$ cat src/rtl/dcache_pkg.sv
// Shared types and constants for the dcache QSPI PSRAM line transfer engine.
package dcache_pkg;

  typedef enum logic [2:0] {
    IDLE,
    CMD,
    ADDR,
    DUMMY,
    DATA,
    GAP
  } xfer_state_e;

  localparam logic [7:0] QSPI_CMD_READ  = 8'hEB;
  localparam logic [7:0] QSPI_CMD_WRITE = 8'h38;
  localparam int         ADDR_NIBBLES   = 6;

  function automatic int max3(input int a, input int b, input int c);
    int m;
    m = (a > b) ? a : b;
    return (m > c) ? m : c;
  endfunction

endpackage

$ cat src/rtl/dcache_qspi_xfer_nibble_io.sv
// QSPI pad-side register stage: registered cs_n/sck_en/dout/oe toward the pads
// and a capture register for the incoming IO nibble.
module qspi_nibble_io (
  input  logic       clk,
  input  logic       reset,
  input  logic       cs_n_i,
  input  logic       sck_en_i,
  input  logic [3:0] dout_i,
  input  logic [3:0] oe_i,
  input  logic [3:0] din_i,
  output logic       cs_n_o,
  output logic       sck_en_o,
  output logic [3:0] dout_o,
  output logic [3:0] oe_o,
  output logic [3:0] din_o
);

  logic       cs_n_q;
  logic       sck_en_q;
  logic [3:0] dout_q;
  logic [3:0] oe_q;
  logic [3:0] din_q;

  always_ff @(posedge clk) begin
    if (reset) begin
      cs_n_q   <= 1'b1;
      sck_en_q <= 1'b0;
      dout_q   <= 4'h0;
      oe_q     <= 4'h0;
      din_q    <= 4'h0;
    end else begin
      cs_n_q   <= cs_n_i;
      sck_en_q <= sck_en_i;
      dout_q   <= dout_i;
      oe_q     <= oe_i;
      din_q    <= din_i;
    end
  end

  assign cs_n_o   = cs_n_q;
  assign sck_en_o = sck_en_q;
  assign dout_o   = dout_q;
  assign oe_o     = oe_q;
  assign din_o    = din_q;

endmodule

$ cat src/rtl/dcache_qspi_xfer.sv
// dcache line fill/writeback engine running QSPI PSRAM bursts.
// Build option: QSPI_CMD_QUAD_EN sends the command byte in quad (QPI) mode.
//
// state | meaning
// IDLE  | waiting for op_valid && (push || pull)
// CMD   | shifting out the command byte
// ADDR  | six address nibbles, MSN first
// DUMMY | read turnaround, IO released
// DATA  | one line nibble per clk, strobing the cache
// GAP   | chip select held high before next burst or done
module dcache_qspi_xfer
  import dcache_pkg::*;
#(
  parameter int PA          = 22,
  parameter int LINE_LENGTH = 4,
  parameter int READ_DUMMY  = 6,
  parameter int CS_HIGH     = 2
) (
  input  logic                              clk,
  input  logic                              reset,
  input  logic                              op_valid,
  input  logic                              push,
  input  logic                              pull,
  input  logic [PA-$clog2(LINE_LENGTH)-1:0] line_tag,
  output logic                              busy,
  output logic                              done,
  output logic [3:0]                        dread,
  output logic                              wstrobe_d,
  input  logic [3:0]                        dwrite,
  output logic                              rstrobe_d,
  output logic                              qspi_cs_n,
  output logic                              qspi_sck_en,
  output logic [3:0]                        qspi_dout,
  output logic [3:0]                        qspi_oe,
  input  logic [3:0]                        qspi_din
);

  localparam int OFS_W = $clog2(LINE_LENGTH);
  localparam int NIBS  = 2 * LINE_LENGTH;
  localparam int CW    = $clog2(max3(8, NIBS, READ_DUMMY) + 1);
`ifdef QSPI_CMD_QUAD_EN
  localparam int         CMD_CYC = 2;
  localparam logic [3:0] CMD_OE  = 4'hF;
`else
  localparam int         CMD_CYC = 8;
  localparam logic [3:0] CMD_OE  = 4'b0001;
`endif
  localparam logic [CW-1:0] CMD_LAST   = CW'(CMD_CYC - 1);
  localparam logic [CW-1:0] ADDR_LAST  = CW'(ADDR_NIBBLES - 1);
  localparam logic [CW-1:0] DUMMY_LAST = CW'(READ_DUMMY - 1);
  localparam logic [CW-1:0] DATA_LAST  = CW'(NIBS - 1);
  localparam logic [CW-1:0] GAP_LAST   = CW'(CS_HIGH - 1);

  xfer_state_e   state_q, state_d;
  logic [CW-1:0] cnt_q, cnt_d;
  logic          rd_q, rd_d;
  logic          pend_rd_q, pend_rd_d;
  logic [23:0]   addr_q, addr_d;
  logic          done_q, done_d;
  logic          rd_sck_q, rd_sck_d;
  logic          wstrobe_q;
  logic          rstrobe_c;
  logic          cs_n_d, sck_en_d;
  logic [3:0]    dout_d, oe_d;
  logic [7:0]    cmd;
  logic [23:0]   line_addr;

  assign cmd       = rd_q ? QSPI_CMD_READ : QSPI_CMD_WRITE;
  assign line_addr = 24'({line_tag, {OFS_W{1'b0}}});

  always_comb begin
    state_d   = state_q;
    cnt_d     = (cnt_q != '0) ? cnt_q - CW'(1) : cnt_q;
    rd_d      = rd_q;
    pend_rd_d = pend_rd_q;
    addr_d    = addr_q;
    done_d    = 1'b0;
    rd_sck_d  = 1'b0;
    rstrobe_c = 1'b0;
    cs_n_d    = 1'b1;
    sck_en_d  = 1'b0;
    dout_d    = 4'h0;
    oe_d      = 4'h0;
    case (state_q)
      IDLE: begin
        if (op_valid && (push || pull)) begin
          // a combined request writes the dirty line back before filling
          state_d   = CMD;
          cnt_d     = CMD_LAST;
          rd_d      = !push;
          pend_rd_d = push && pull;
          addr_d    = line_addr;
        end
      end
      CMD: begin
        cs_n_d   = 1'b0;
        sck_en_d = 1'b1;
        oe_d     = CMD_OE;
`ifdef QSPI_CMD_QUAD_EN
        dout_d   = cmd[{cnt_q[0], 2'b00} +: 4];
`else
        dout_d   = {3'b000, cmd[cnt_q[2:0]]};
`endif
        if (cnt_q == '0) begin
          state_d = ADDR;
          cnt_d   = ADDR_LAST;
        end
      end
      ADDR: begin
        cs_n_d   = 1'b0;
        sck_en_d = 1'b1;
        oe_d     = 4'hF;
        dout_d   = addr_q[{cnt_q[2:0], 2'b00} +: 4];
        if (cnt_q == '0) begin
          state_d = rd_q ? DUMMY : DATA;
          cnt_d   = rd_q ? DUMMY_LAST : DATA_LAST;
        end
      end
      DUMMY: begin
        cs_n_d   = 1'b0;
        sck_en_d = 1'b1;
        if (cnt_q == '0) begin
          state_d = DATA;
          cnt_d   = DATA_LAST;
        end
      end
      DATA: begin
        cs_n_d   = 1'b0;
        sck_en_d = 1'b1;
        if (rd_q) begin
          rd_sck_d = 1'b1;
        end else begin
          // the cache presents the nibble now; it leaves on the pads next cycle
          rstrobe_c = 1'b1;
          dout_d    = dwrite;
          oe_d      = 4'hF;
        end
        if (cnt_q == '0) begin
          state_d = GAP;
          cnt_d   = GAP_LAST;
        end
      end
      GAP: begin
        if (cnt_q == '0) begin
          if (pend_rd_q) begin
            state_d   = CMD;
            cnt_d     = CMD_LAST;
            rd_d      = 1'b1;
            pend_rd_d = 1'b0;
            addr_d    = line_addr;
          end else begin
            state_d = IDLE;
            done_d  = 1'b1;
          end
        end
      end
      default: state_d = IDLE;
    endcase
  end

  always_ff @(posedge clk) begin
    if (reset) begin
      state_q   <= IDLE;
      cnt_q     <= '0;
      rd_q      <= 1'b0;
      pend_rd_q <= 1'b0;
      addr_q    <= '0;
      done_q    <= 1'b0;
      rd_sck_q  <= 1'b0;
      wstrobe_q <= 1'b0;
    end else begin
      state_q   <= state_d;
      cnt_q     <= cnt_d;
      rd_q      <= rd_d;
      pend_rd_q <= pend_rd_d;
      addr_q    <= addr_d;
      done_q    <= done_d;
      rd_sck_q  <= rd_sck_d;
      // strobe trails the read SCK by the din capture register
      wstrobe_q <= rd_sck_q;
    end
  end

  qspi_nibble_io u_io (
    .clk      (clk),
    .reset    (reset),
    .cs_n_i   (cs_n_d),
    .sck_en_i (sck_en_d),
    .dout_i   (dout_d),
    .oe_i     (oe_d),
    .din_i    (qspi_din),
    .cs_n_o   (qspi_cs_n),
    .sck_en_o (qspi_sck_en),
    .dout_o   (qspi_dout),
    .oe_o     (qspi_oe),
    .din_o    (dread)
  );

  assign busy      = (state_q != IDLE);
  assign done      = done_q;
  assign wstrobe_d = wstrobe_q;
  assign rstrobe_d = rstrobe_c;

endmodule

$ cat config.mk
export PLATFORM = sky130hd
export DESIGN_NAME = dcache_qspi_xfer
export DESIGN_NICKNAME = d
export VERILOG_FILES = /design/src/rtl/dcache_pkg.sv /design/src/rtl/dcache_qspi_xfer_nibble_io.sv /design/src/rtl/dcache_qspi_xfer.sv
export SDC_FILE = /design/constraint.sdc
export NUM_CORES = 1
export LEC_CHECK = 0
export CAP_MARGIN = 20
export CORE_ASPECT_RATIO = 1.5
export CORE_MARGIN = 10
export CORE_UTILIZATION = 45
export DETAILED_ROUTE_END_ITERATION = 6
export GPL_TIMING_DRIVEN = 0
export PLACE_DENSITY_LB_ADDON = 0.25
export SLEW_MARGIN = 20
export SYNTH_ARGS = -nofsm -noshare
export SYNTH_HDL_FRONTEND = slang
export SYNTH_SLANG_ARGS = --single-unit
$ cat constraint.sdc
create_clock -name clk -period 3.4 [get_ports clk]
set_input_delay 0.68 -clock clk [delete_from_list [all_inputs] [get_ports clk]]
set_output_delay 0.68 -clock clk [all_outputs]
set_load 0.05 [all_outputs]
After elaboration in Yosys (flattened, before gate mapping) --
Index checks and enable logic that the tools add are counted. Widths: inputs -> output; s select.
Word-level totals: register bits 50, output and inout port bits 18, word-level logic and storage cells 89
Operators by class: muxes and demuxes 43, order comparisons 1, add/subtract/negate cells 1, equality and inequality tests 12, bitwise gates (word level) 3, reductions and logical operators 15, shift operators 1
Operators by type and width (count):
- $mux 24 | 3
- $pmux 24 s2 | 1
- $mux 4 | 10
- $pmux 4 s3 | 2
- $pmux 4 s6 | 1
- $shiftx 24x6->4 | 1
- $mux 3 | 7
- $pmux 3 s6 | 1
- $ne 2x2->1 const B | 7
- $mux 1 | 13
- $mux 8 | 1
- $eq 3x2->1 const B | 2
- $eq 3x3->1 const B | 2
- $reduce_and 6->1 | 1
- $logic_not 4->1 | 1
- $lt 3x4->1 const B | 1
- $pmux 1 s2 | 2
- $reduce_and 4->1 | 1
- $reduce_bool 4->1 | 1
- $reduce_or 4->1 | 1
- $sub 4x1->4 const B | 1
- $bmux 1 s3 | 1
- $eq 3x1->1 const B | 1
- $logic_not 3->1 | 1
- other kinds (10) | 13

Logic depth before layout (Yosys ltp) --
Gate-level depths: netlist of run 1.
depth in word-level cells 5, depth in mapped cells 11

Modules after synthesis --
From an unflattened synthesis of run 1, not the netlist that was laid out.
Unflattened totals: cells, all modules 248, area total of the unflattened synthesis 2063.2 um^2
By module, submodules not included:
- dcache_qspi_xfer | instances 1, cells each 219, sequential area each 640.6 um^2, area each 1682.9 um^2
- qspi_nibble_io | instances 1, cells each 29, sequential area each 280.3 um^2, area each 380.4 um^2

Least setup slack after synthesis of run 1 --
OpenSTA, ideal clock, no wires.
path kind reg2reg, start register cnt_q[0], end register cnt_q[0], setup slack 1045 ps, cell stages (with the launch flop) 12, path buffers 2, arrival 2285 ps, setup time 70 ps, required time 3330 ps, period minus slack after synthesis 2355 ps, cells stage by stage dfxtp_1 -> clkbuf_1 -> buf_2 -> inv_1 -> ha_1 -> nor3b_4 -> inv_1 -> ha_1 -> maj3_1 -> a211oi_1 -> a21oi_1 -> a21oi_1
On the way: cells in the longest elaborated chain, start to end 5
Ends and longest elaborated chain:
- start: declaration | line dcache_qspi_xfer.sv:55 | logic [CW-1:0] cnt_q, cnt_d;
- start signal: assignment | line dcache_qspi_xfer.sv:173 | cnt_q <= cnt_d;
- $sub 4x1->4 or $reduce_bool 4->1 (tied branches) | line dcache_qspi_xfer.sv:73 | cnt_d = (cnt_q != '0) ? cnt_q - CW'(1) : cnt_q;
- $mux 4 | line dcache_qspi_xfer.sv:73
- $mux 4 | line dcache_qspi_xfer.sv:145 | if (pend_rd_q) begin
- $mux 4 | line dcache_qspi_xfer.sv:144 | if (cnt_q == '0) begin
- $pmux 4 s6 * | line dcache_qspi_xfer.sv:84 | case (state_q)
Every way passes the cells marked *; elsewhere a longest branch is shown, timed or not. A chain may end at the register's enable or synchronous reset.

Worst setup path in the final report of run 1 --
start register state_q[2], end output rstrobe_d
On the way: cells in the longest elaborated chain, start to end 2
Ends and longest elaborated chain:
- start: declaration | line dcache_qspi_xfer.sv:54 | xfer_state_e state_q, state_d;
- start signal: assignment | line dcache_qspi_xfer.sv:172 | state_q <= state_d;
- $eq 3x3->1 | line dcache_qspi_xfer.sv:84
- $mux 1 | line dcache_qspi_xfer.sv:84
- end: declaration | line dcache_qspi_xfer.sv:30 | output logic rstrobe_d,
No other way between the ends.

==> results list, run 1 <==
- The slowest stage of the critical path belongs to the cell sky130_fd_sc_hd__clkdlybuf4s50_1.
* Port Buffer Count: 50
* Layout cells sized above 1: 0.0767
- Reported max-cap violation count: 0
* Number of nets in the synthesized netlist: 291
- Switching power summed over all nets: 801 uW
- Largest net degree at the start of global routing: 14
- Number of buffers inserted by post-CTS setup repair: 0
* Reg2reg path depth: 11
- Drt pass-1 iters: 4
- HP Class: register to register
- Gr ovfl total: 0
* Layout Cells excl Fill: 377
- Residual DRC count: 0
- Total CTS buffers: 5
- The clock period could shrink to 3.15 ns.
* DRC marker count from the first detailed-route iteration: 193
- In this run the number of cells on the critical path is 3.
- Fmax: between 300 and 400 MHz
- The number of global-route vias before repair is 2,057.
* Sequential group share of total power: 0.325
- Cells after synthesis: 256
- Of the total power, combinational logic draws 0.454.
* Critical Path Max Stage Delay: 0.93 ns
- Detailed placement finished with a half-perimeter wire length of 4240 microns.
- Proportion of power drawn by the clock network: 0.221
- The initial antenna violation count came to 0.
- The floorplan step set the die height to 104 microns.
- TritonCTS built the clock tree.
- Total design power: 2.10 mW
- Total placed cells including tap cells: 370
- Setup repair after global routing missed its margin: no
* Leading cell types by total area after synthesis: sky130_fd_sc_hd__dfxtp_1 (41%), sky130_fd_sc_hd__a21oi_1 (8.2%), sky130_fd_sc_hd__o21ai_0 (7.1%), sky130_fd_sc_hd__nand3_1 (5.4%), sky130_fd_sc_hd__buf_6 (3.2%)
* Internal power of the cells: 1.30 mW
- Sw Ratio: 0.381
- In this design, the largest share of critical-path delay is due to buffers and inverters.
- Hold repair after CTS inserted 0 buffers.
- Wire length of the first global-routing pass: 9440 microns
- Summing over every cut layer, the via total after detailed routing is between 2,000 and 2,500.
* Post-cts sizing count: 0
- At the placement stage, the worst setup path has a slack of around 0.6 ns.
* Area of the core region: between 4000 and 5000 sq um
- For the final database, setup skew stands at slightly below 0.007 ns.
- Cell taking the most area after synthesis: sky130_fd_sc_hd__dfxtp_1
* Power density cells: 741 nW/um^2
- WHS Path Cells: 1
- Warnings, synthesis: 0
* Ys async rst share: 0
- Along the worst path, the maximum fanout reaches 8.
- The number of buffers and inverters on the critical path is 2.
- Relative to the synthesized area, the layout overhead comes to 33.4%.
- Total wire length: 5600 microns
* Flip-flop and latch count after synthesis: 44
* Setup tns final: 0 ns
- Number of enable flip-flop cells after synthesis: 0
- Fraction of the cycle the final worst path needs: 0.925
* Number of nets still failing antenna checks after routing: 0
- Walking the worst path, the cells encountered are inv_1, nor4_2, clkdlybuf4s50_1.
- Width of the die: about 76 microns
* CTS Sinks: 44
* Vias per Instance: 5.31
- Proportion of netlist area held by the largest area contributor: 0.414
* Maximum level of the CTS H-tree: 2
- Diodes inserted: 0
- Of the synthesized area, sequential elements account for 0.414.
- The cell area that synthesis handed to floorplanning was between 2000 and 2500 sq um.
* Main flop type after synthesis: sky130_fd_sc_hd__dfxtp_1
- CTS root buffer: sky130_fd_sc_hd__clkbuf_8
- Clock slew seen by the registers of the worst setup and hold paths: 0.08 ns
* Synth cell types: between 40 and 50
* Ports: 51
- Dividing the detail-routed wire length by the instance count gives 14.9 microns.
* Area of the die: 7930 sq um
- After synthesis, the mean cell area works out to about 8.3 sq um.
- Final core utilization: 0.625
- Setup violations remaining at the end of the flow were counted as 0.
- Worst Path Required: 2.72 ns
* Kind of end point of the critical path: output pin
- Site Rows: 30
- GPL Wtd Cong: 0.828
- By startpoint and endpoint, the worst setup path is classified as register to output pin.
- The flow ran to the end, and the final reports show no timing, DRC or antenna violations.
* Total GRT Usage: 0.141
- Leakage power: around 0.98 nW
- For the pin with the worst max-slew slack, the measured transition is 0.670 ns.
- The later pin in the worst-skew pair is clocked with a latency of 0.30 ns.
- The worst path meets setup with 0.254 ns of slack.
* Max-slew violations: 0
- Starting utilization of the core area: 0.468
* Total Nets Final: 348
- Headroom to the max-slew limit came out at 0.550.
* CTS max path bufs: 2
- Max VDD drop: 0.000368 V
- Number of hold violations in the final report: 0
- Arrival time reported for the critical path endpoint: 2.47 ns
- Critical Path Source Type: register
worst reg2reg max path, delay by kind of cell (launching register included):
family / cells / cell delay (ns)
AND/OR/NAND/NOR: 1 / 0.42
AO/OA/AOI/OAI: 3 / 0.45
buffers and inverters: 4 / 0.77
flip-flops: 1 / 0.33
adder cells (fa/ha/maj): 3 / 0.77
final timing paths:
| check | from | end | slack [ns] |
|---|---|---|---|
| worst max-delay path | state_q[2] | rstrobe_d | 0.25 |
| worst min-delay path | rd_sck_q | wstrobe_d | 0.44 |
| worst max register to register | cnt_q[0] | cnt_q[0] | 0.60 |
| worst min register to register | rd_sck_q | wstrobe_d | 0.44 |
sequential cells by signal (all words and copies together), names as in the netlist:
register,count
wstrobe_d,1
u_io.cs_n_o,1
cnt_q,4
u_io.dout_o,4
u_io.din_o,4
rd_sck_q,1
rd_q,1
pend_rd_q,1
state_q,3
u_io.sck_en_o,1
u_io.oe_o,2
done,1
addr_q,20
layout by cell type (no fill, tap or decap), types with 2 or more instances in the layout:
master                            count
sky130_fd_sc_hd__a211oi_1             2
sky130_fd_sc_hd__a21oi_1             35
sky130_fd_sc_hd__a31oi_1              3
sky130_fd_sc_hd__and3_1               2
sky130_fd_sc_hd__buf_2                3
sky130_fd_sc_hd__buf_4                2
sky130_fd_sc_hd__buf_6                6
sky130_fd_sc_hd__bufinv_16            2
sky130_fd_sc_hd__clkbuf_1            12
sky130_fd_sc_hd__clkbuf_8             5
sky130_fd_sc_hd__clkdlybuf4s50_1     50
sky130_fd_sc_hd__dfxtp_1             44
sky130_fd_sc_hd__ha_1                 2
sky130_fd_sc_hd__inv_1                7
sky130_fd_sc_hd__mux2i_1              6
sky130_fd_sc_hd__nand2_1             14
sky130_fd_sc_hd__nand2b_1             8
sky130_fd_sc_hd__nand3_1             23
sky130_fd_sc_hd__nand3b_1             5
sky130_fd_sc_hd__nor2_1              11
sky130_fd_sc_hd__nor2b_1              8
sky130_fd_sc_hd__nor3_1               5
sky130_fd_sc_hd__o21ai_0             30
sky130_fd_sc_hd__o22ai_1              3
sky130_fd_sc_hd__o32ai_1              2
synth_stat cells (2+ instances only):
cell,instances
sky130_fd_sc_hd__a31oi_1,3
sky130_fd_sc_hd__nand3_1,23
sky130_fd_sc_hd__dfxtp_1,44
sky130_fd_sc_hd__ha_1,2
sky130_fd_sc_hd__buf_2,3
sky130_fd_sc_hd__o32ai_1,2
sky130_fd_sc_hd__a211oi_1,2
sky130_fd_sc_hd__nor2b_1,8
sky130_fd_sc_hd__a21oi_1,35
sky130_fd_sc_hd__nor3_1,5
sky130_fd_sc_hd__nand3b_1,5
sky130_fd_sc_hd__buf_4,2
sky130_fd_sc_hd__nand2b_1,8
sky130_fd_sc_hd__buf_6,6
sky130_fd_sc_hd__clkbuf_1,12
sky130_fd_sc_hd__mux2i_1,6
sky130_fd_sc_hd__nor2_1,11
sky130_fd_sc_hd__o21ai_0,30
sky130_fd_sc_hd__inv_1,7
sky130_fd_sc_hd__o22ai_1,3
sky130_fd_sc_hd__nand2_1,14
sky130_fd_sc_hd__and3_1,2
layout make-up:
class / count / area [sq um]
sequential: 44 / 881
buffer: 23 / 143
multi-input combinational: 182 / 1080
inverter: 7 / 26.3
tap: 64 / 80.1
fill: 414 / 1710
clock buffer: 5 / 68.8
timing repair buffer: 50 / 500
clock inverter: 2 / 60.1
kinds of logic after synthesis:
| kind of cell | synth area share |
|---|---|
| AOI/OAI and AO/OA | 0.233 |
| and+or+nand+nor | 0.225 |
| muxes | 0.0282 |
| adders and majority gates | 0.0165 |
| buffers and inverters | 0.0794 |
| DFF | 0.414 |
| xor gates and xnor gates | 0.00412 |
power by group through the flow:
stage	combinational, mW	sequential [mW]	clock (mW)
floorplan	0.645	0.743	0
global placement	0.928	0.692	0
detailed placement	0.940	0.693	0
CTS	0.949	0.681	0.470
global route	1.06	0.695	0.484
finish	0.954	0.683	0.464
routing by layer:
| metal | global-route usage | part of all wire | vias to the layer above |
|---|---|---|---|
| li1 | - | - | 1025 |
| met1 | 0.144 | 0.41 | 930 |
| met2 | 0.263 | 0.53 | 38 |
| met3 | 0.0320 | 0.034 | 9 |
| met4 | 0.0587 | 0.025 | 0 |
| met5 | 0 | 0 | - |
through the flow:
step	instance area, sq um	hold slack (ns)
6_report	2840	0.445
3_5_place_dp	2710	0.436
4_1_cts	2840	0.454
2_1_floorplan	2130	0.414
5_1_grt	2840	0.478
3_3_place_gp	2710	0.422
Power figures use the tool's default switching activity.
==> run 2: changes to the inputs <==
--- a/config.mk
+++ b/config.mk
@@ -7,7 +7,7 @@
 export LEC_CHECK = 0
 export CAP_MARGIN = 20
 export CORE_ASPECT_RATIO = 1.5
-export CORE_MARGIN = 10
+export CORE_MARGIN = 1
 export CORE_UTILIZATION = 45
 export DETAILED_ROUTE_END_ITERATION = 6
 export GPL_TIMING_DRIVEN = 0
==> results list, run 2 (same netlist as run 1, synthesis figures left out) <==
- The number of hold violations in the final report was 0.
- Diodes inserted: 0
- Data on the critical path is required at its endpoint by between 2 and 3 ns.
* HP Class: register to register
* Clock slew seen by the registers of the worst setup and hold paths: 0.08 ns
- Headroom to the max-slew limit came out at 0.539.
- Width of the die: 58.1 microns
* Most frequent standard cell in the layout excluding fill and tap cells: sky130_fd_sc_hd__clkdlybuf4s50_1
- Leakage power: 0.960 nW
- Critical-path cell list: inv_1, nor4_2, clkdlybuf4s50_1
* Sequential group share of total power: 0.344
- Synth-to-layout area growth: 31.9%
* Ports: 51
- Max VDD drop: 0.000350 V
- The flow ran to the end, and the final reports show no timing, DRC or antenna violations.
- Worst path top cell family by delay: buffers and inverters
- The first global-routing pass estimated 8670 microns of wire.
* Total wire length: ~5200 microns
- WS Path Type: register to output pin
* Switching power summed over all nets: ~800 uW
- Gr ovfl total: 0
- The initial utilization of the core area, before any placement, comes to 0.468.
- Total GRT Usage: 0.225
- Detailed placement finished with a half-perimeter wire length of approximately 3900 microns.
* Drt pass-1 iters: 6
* Total Nets Final: 348
- Setup repair after global routing missed its margin: no
* Critical Path Source Type: register
* Reported max-cap violation count: 0
* Number of nets still failing antenna checks after routing: 0
- Across all hold checks on the routed design, the worst slack comes to ~0.46 ns.
* Number of buffers inserted by post-CTS setup repair: 0
- For the worst-skew pair, the clock arrives at the later sink with an insertion delay of 0.30 ns.
- For the worst setup path, the data arrival time is 2.47 ns.
- Of the total power, the share spent switching nets is 0.410.
* Total number of vias: 2,026
- Kind of end point of the critical path: output pin
- Dividing the detail-routed wire length by the instance count gives 13.7 microns.
* CTS root buffer: sky130_fd_sc_hd__clkbuf_8
* Minimum clock period after layout: 3.15 ns
- The number of buffers and inverters on the critical path is 2.
* Total CTS buffers: 5
- Buffers inserted to repair hold after CTS numbered 0.
- Buffers placed on the I/O ports in this run total 50.
- After detailed routing, the number of vias per cell comes to ~5.4.
* Critical Path Max Stage Delay: 0.93 ns
* Clock tree from TritonCTS: built
- Setup violations remaining at the end of the flow were counted as 0.
* GPL Wtd Cong: between 0.8 and 0.9
- The register with the most flip-flops in the layout has 20 of them.
* Layout cells sized above 1: 0.0796
* Internal power of the cells: 1.17 mW
* CTS max path bufs: 2
- The library cells used most frequently in the layout, excluding fill and tap cells, are sky130_fd_sc_hd__clkdlybuf4s50_1 (50), sky130_fd_sc_hd__dfxtp_1 (44), sky130_fd_sc_hd__a21oi_1 (35), sky130_fd_sc_hd__o21ai_0 (30), sky130_fd_sc_hd__nand3_1 (23).
* Power density cells: ~710 nW/um^2
* Vias in the first global route: 1,909
- Area of the core region: 4540 sq um
- Cell with the largest stage delay on the worst path: sky130_fd_sc_hd__clkdlybuf4s50_1
- Fmax: 318 MHz
- Height of the die: 86.2 microns
- Post-cts sizing count: 0
- addr_q holds more flip-flops than any other register.
- In the final timing run, aggregate negative setup slack is 0 ns.
- Between clock sinks in the finished design, the worst skew comes to 0.00533 ns.
* Maximum level of the CTS H-tree: 2
- For the pin with the worst max-slew slack, the measured transition is 0.686 ns.
- Initial antenna violation count: 0
* Critical-path maximum fanout: 8
* Residual DRC count: 0
* Max-slew violations: 0
* DRC marker count from the first detailed-route iteration: 56
- Proportion of power drawn by the clock network: 0.178
- Area of the die: 5010 sq um
- The share of total power dissipated in combinational logic is 0.479.
- Site Rows: 30
- Of the available clock period, the critical path in the final layout requires 0.926.
- Entering global routing, the biggest net connects 15 pins.
* CTS Sinks: 44
-- run 2: cell types whose count changed in the layout (fill, tap and decap cells not counted), sizes merged --
cell / previous run / this run
bufinv: 2 / 0
clkbuf: 17 / 18
clkinvlp: 0 / 2
-- run 2: power groups by stage --
stage / logic (mW) / registers [mW] / clock network, mW
after detailed placement: 0.942 / 0.696 / 0
after CTS: 0.948 / 0.684 / 0.352
after global routing: 1.03 / 0.698 / 0.379
after global placement: 0.925 / 0.691 / 0
final: 0.953 / 0.684 / 0.353
after floorplan: 0.645 / 0.743 / 0
-- run 2: final cells by class --
cell class | count | area (sq um)
Fill cell | 436 | 1740
Multi-Input combinational cell | 182 | 1080
Sequential cell | 44 | 881
Timing Repair Buffer | 50 | 500
Buffer | 23 | 143
Clock buffer | 6 | 82.6
Tap cell | 64 | 80.1
Inverter | 7 | 26.3
Clock inverter | 2 | 15.0
-- run 2: stage by stage --
step | area (sq um) | setup slack [ns] | total power [mW] | util | std cells
after global placement | 2710 | 0.617 | 1.62 | 0.596 | 370
after floorplan | 2130 | 1.04 | 1.39 | - | 256
after global routing | 2810 | 0.0860 | 2.11 | 0.618 | 378
after CTS | 2810 | 0.247 | 1.98 | 0.618 | 378
final | 2810 | 0.251 | 1.99 | 0.618 | 378
after detailed placement | 2710 | 0.618 | 1.64 | 0.596 | 370
-- run 2: final timing paths --
check | startpoint | endpoint | slack [ns] | cells past startpoint
min reg2reg | rd_sck_q | wstrobe_d | 0.46 | 1
min | rd_sck_q | wstrobe_d | 0.46 | 1
max | state_q[2] | rstrobe_d | 0.25 | 3
max reg2reg | cnt_q[0] | cnt_q[0] | 0.60 | 11
-- run 2: worst register-to-register path, stage by stage (launching register included) --
cell	delay, ns
sky130_fd_sc_hd__dfxtp_1	0.34
sky130_fd_sc_hd__clkbuf_1	0.22
sky130_fd_sc_hd__buf_2	0.26
sky130_fd_sc_hd__inv_1	0.08
sky130_fd_sc_hd__ha_1	0.17
sky130_fd_sc_hd__nor3b_4	0.41
sky130_fd_sc_hd__inv_1	0.22
sky130_fd_sc_hd__ha_1	0.25
sky130_fd_sc_hd__maj3_1	0.35
sky130_fd_sc_hd__a211oi_1	0.22
sky130_fd_sc_hd__a21oi_1	0.07
sky130_fd_sc_hd__a21oi_1	0.16
-- run 2: layer usage --
| metal | track usage | wire [microns] | up-vias |
|---|---|---|---|
| met4 | 0.119 | 166 | 0 |
| li1 | - | - | 1024 |
| met2 | 0.406 | 2860 | 53 |
| met1 | 0.244 | 1980 | 934 |
| met3 | 0.0388 | 152 | 15 |
| met5 | 0 | 0 | - |
==> run 3: changes to the inputs <==
--- a/config.mk
+++ b/config.mk
@@ -11,8 +11,10 @@
 export CORE_UTILIZATION = 45
 export DETAILED_ROUTE_END_ITERATION = 6
 export GPL_TIMING_DRIVEN = 0
+export MAX_ROUTING_LAYER = met4
 export PLACE_DENSITY_LB_ADDON = 0.25
 export SLEW_MARGIN = 20
 export SYNTH_ARGS = -nofsm -noshare
 export SYNTH_HDL_FRONTEND = slang
+export SYNTH_HIERARCHICAL = 1
 export SYNTH_SLANG_ARGS = --single-unit
==> results list, run 3 <==
- Minimum setup slack after placement: 0.971 ns
* Transition at the pin with the smallest max-transition slack: 0.583 ns
- Area of the die: 4870 sq um
- CTS placed an instance of sky130_fd_sc_hd__clkbuf_8 at the clock tree root.
- The tightest hold path in the finished design has a slack of about 0.44 ns.
- In the routed design, unresolved DRC markers number 6.
- Input and output buffers added on the ports amount to 50.
- In the final routed layout, each cell accounts on average for 13.1 microns.
- Final setup violation count: 0
- Number of nets in the synthesized netlist: 283
* Biggest register: addr_q
- Summing all placed instances gives a cell area of 2620 sq um.
- Entering global routing, the biggest net connects 16 pins.
* Synth cell types: 42
- The count of pins over their slew limit was 0.
* Critical-path cell list: nor2_1, nand3_1, inv_1, clkdlybuf4s50_1
* Most frequent cell after synthesis: sky130_fd_sc_hd__nand2_1
* Total CTS buffers: 5
- The run finished, with violations left.
* Warnings, synthesis: 6
- Registers take 921 sq um.
- Kind of end point of the critical path: output pin
* Drt pass-1 iters: 6
- After global routing the overflow that remains totals 0.
- Vias per Instance: 5.35
- From bottom edge to top edge, the die measures 84.9 microns.
- Top cells by count, synth: sky130_fd_sc_hd__nand2_1 (53), sky130_fd_sc_hd__dfxtp_1 (46), sky130_fd_sc_hd__a21oi_1 (31)
* Leakage power: approximately 1 nW
* Final instance area: 2740 sq um
- Once the clock tree was built, the setup fixing pass inserted 0 buffers.
* Setup repair after global routing missed its margin: no
- The routed layout has about 1,900 vias.
- The largest single stage delay on the critical path is 0.82 ns.
* Site Rows: 29
- Across all setup checks in the final design, the least slack found is 0.642 ns.
- The repair_antennas step left the layout with diodes totalling 0.
* Fmax: ~360 MHz
* Area of the core region: around 4300 sq um
- The worst setup path is launched from a register.
* Final core utilization: 0.633
- Width of the die: approximately 57 microns
- Setup tns final: 0 ns
- WS Path Type: register to output pin
- Number of enable flip-flop cells after synthesis: 0
- The number of global-route vias before repair came to 1,756.
- DRC marker count from the first detailed-route iteration: 76
- By area the synthesized netlist is led by sky130_fd_sc_hd__dfxtp_1 (45%), sky130_fd_sc_hd__nand2_1 (9.6%), sky130_fd_sc_hd__a21oi_1 (7.5%), sky130_fd_sc_hd__nor2b_1 (4.9%), sky130_fd_sc_hd__o21ai_0 (3.2%).
- The number of hold violations in the final report came to 0.
- Cell taking the most area after synthesis: sky130_fd_sc_hd__dfxtp_1
- Starting utilization of the core area: 0.478
- After synthesis, the share of flip-flops with an asynchronous set or reset is 0.
- Dividing total power by cell area gives a power density of 696 nW/um^2.
- Main flop type after synthesis: sky130_fd_sc_hd__dfxtp_1
* Wire length of the first global-routing pass: a little under 8000 microns
- Number of nets still failing antenna checks after routing: 0
* Total Nets Final: 340
* Ports: 51
- Layout cells sized above 1: 0.0686
- The clock drives 46 sinks.
* Clock insertion delay at the later pin of the skew report: ~0.30 ns
- Across the run, the number of max-cap violations was 0.
* Violations in the final reports: design-rule violations
- Together, buffers and inverters on the worst path number 2.
* Layout Skew: 0.00473 ns
- Synthesis produced a netlist whose cell count is 248.
- Proportion of netlist area held by the largest area contributor: 0.446
* Worst slew slack as a fraction of its limit: 0.611
- The top cell types in the final layout, fill and taps aside, are sky130_fd_sc_hd__nand2_1 (53), sky130_fd_sc_hd__clkdlybuf4s50_1 (50), sky130_fd_sc_hd__dfxtp_1 (46), sky130_fd_sc_hd__a21oi_1 (31), sky130_fd_sc_hd__nor2b_1 (16).
* Area of combinational cells with multiple inputs: 1020 sq um
- HPWL after detailed placement: 3400 microns
- After clock tree synthesis, the clock-pin slew on the worst setup and hold paths is ~0.090 ns.
- Minimum clock period after layout: 2.76 ns
- HP Class: register to register
- Dividing the synthesized area by the synthesized cell count gives ~8.3 sq um.
* Most frequent standard cell in the layout excluding fill and tap cells: sky130_fd_sc_hd__nand2_1
- Flip-flop and latch count after synthesis: 46
- Seq/Total Area, Yosys: 0.446
- In this run the deepest clock path goes through 2 buffers.
- For the worst setup path, the data required time is 2.72 ns.
- The number of hold buffers added after CTS was 0.
* Cell with the largest stage delay on the worst path: sky130_fd_sc_hd__clkdlybuf4s50_1
- Number of filler instances in the final layout: between 400 and 500
* Arrival time reported for the critical path endpoint: between 2 and 2.5 ns
- Critical-path maximum fanout: 8
- The initial antenna violation count is 0.
- Mapped cell area: 2060 sq um
* Synth-to-layout area growth: 32.6%
* GPL Wtd Cong: a little under 0.9
* Total wire length: 4620 microns
- Maximum level of the CTS H-tree: 2
- Fraction of the cycle the final worst path needs: 0.811
- Max reg flops: 20
- Clock tree from TritonCTS: built
- Worst path top cell family by delay: buffers and inverters
- Across every metal layer, demand over resource in global routing totals 0.212.
- Post-cts sizing count: 0
- Max VDD drop: 0.000386 V
## run 3: changes by cell type after synthesis, sizes merged, moves of 4 or more
cell,delta
clkbuf,-4
o22ai,-4
o21ai,-18
nor2b,+8
nor2,-4
nand3,-19
nand2,+39
## run 3: metrics by stage
| step | total power [mW] | instances |
|---|---|---|
| 2_1_floorplan | 1.28 | 248 |
| 3_3_place_gp | 1.49 | 344 |
| 5_1_grt | 2.03 | 352 |
| 6_report | 1.90 | 352 |
| 4_1_cts | 1.91 | 352 |
| 3_5_place_dp | 1.50 | 344 |
## run 3: worst paths after layout
check | from | end | slack, ns | depth (start not counted)
worst max-delay path | state_q[1] | rstrobe_d | 0.64 | 4
worst min-delay path | rd_sck_q | wstrobe_d | 0.44 | 1
worst max register to register | cnt_q[1] | cnt_q[0] | 1.04 | 9
worst min register to register | rd_sck_q | wstrobe_d | 0.44 | 1
## run 3: cell type report
class                           instances  share of cell area
Sequential cell                        46               0.337
Inverter                                8              0.0110
Multi-Input combinational cell        178               0.372
Clock inverter                          3              0.0165
Clock buffer                            5              0.0252
Timing Repair Buffer                   50               0.183
Buffer                                 16              0.0348
Tap cell                               46              0.0210
## run 3: logic make-up (layout without fill, tap and decap cells)
group / after synthesis / in the layout / share of synthesized area
multiplexers: 6 / 6 / 0.0412
AND/OR/NAND/NOR: 106 / 106 / 0.252
adder cells (fa/ha/maj): 2 / 2 / 0.0121
buffers and inverters: 24 / 82 / 0.0606
XOR/XNOR: 1 / 1 / 0.00425
flip-flops: 46 / 46 / 0.446
AO/OA/AOI/OAI: 63 / 63 / 0.184
## run 3: power by group
part	internal [mW]	switching, mW	leakage [nW]
Combinational	0.335	0.478	0.595
Sequential	0.624	0.0580	0.377
Clock	0.219	0.188	0.0504
Total	1.18	0.725	1.02
## run 3: per-layer routing
layer	share of wire	up-vias	track usage
met5	0	-	-
met4	0.021	0	0.0976
met3	0.037	9	0.0366
met2	0.55	54	0.383
met1	0.39	856	0.220
li1	-	964	-
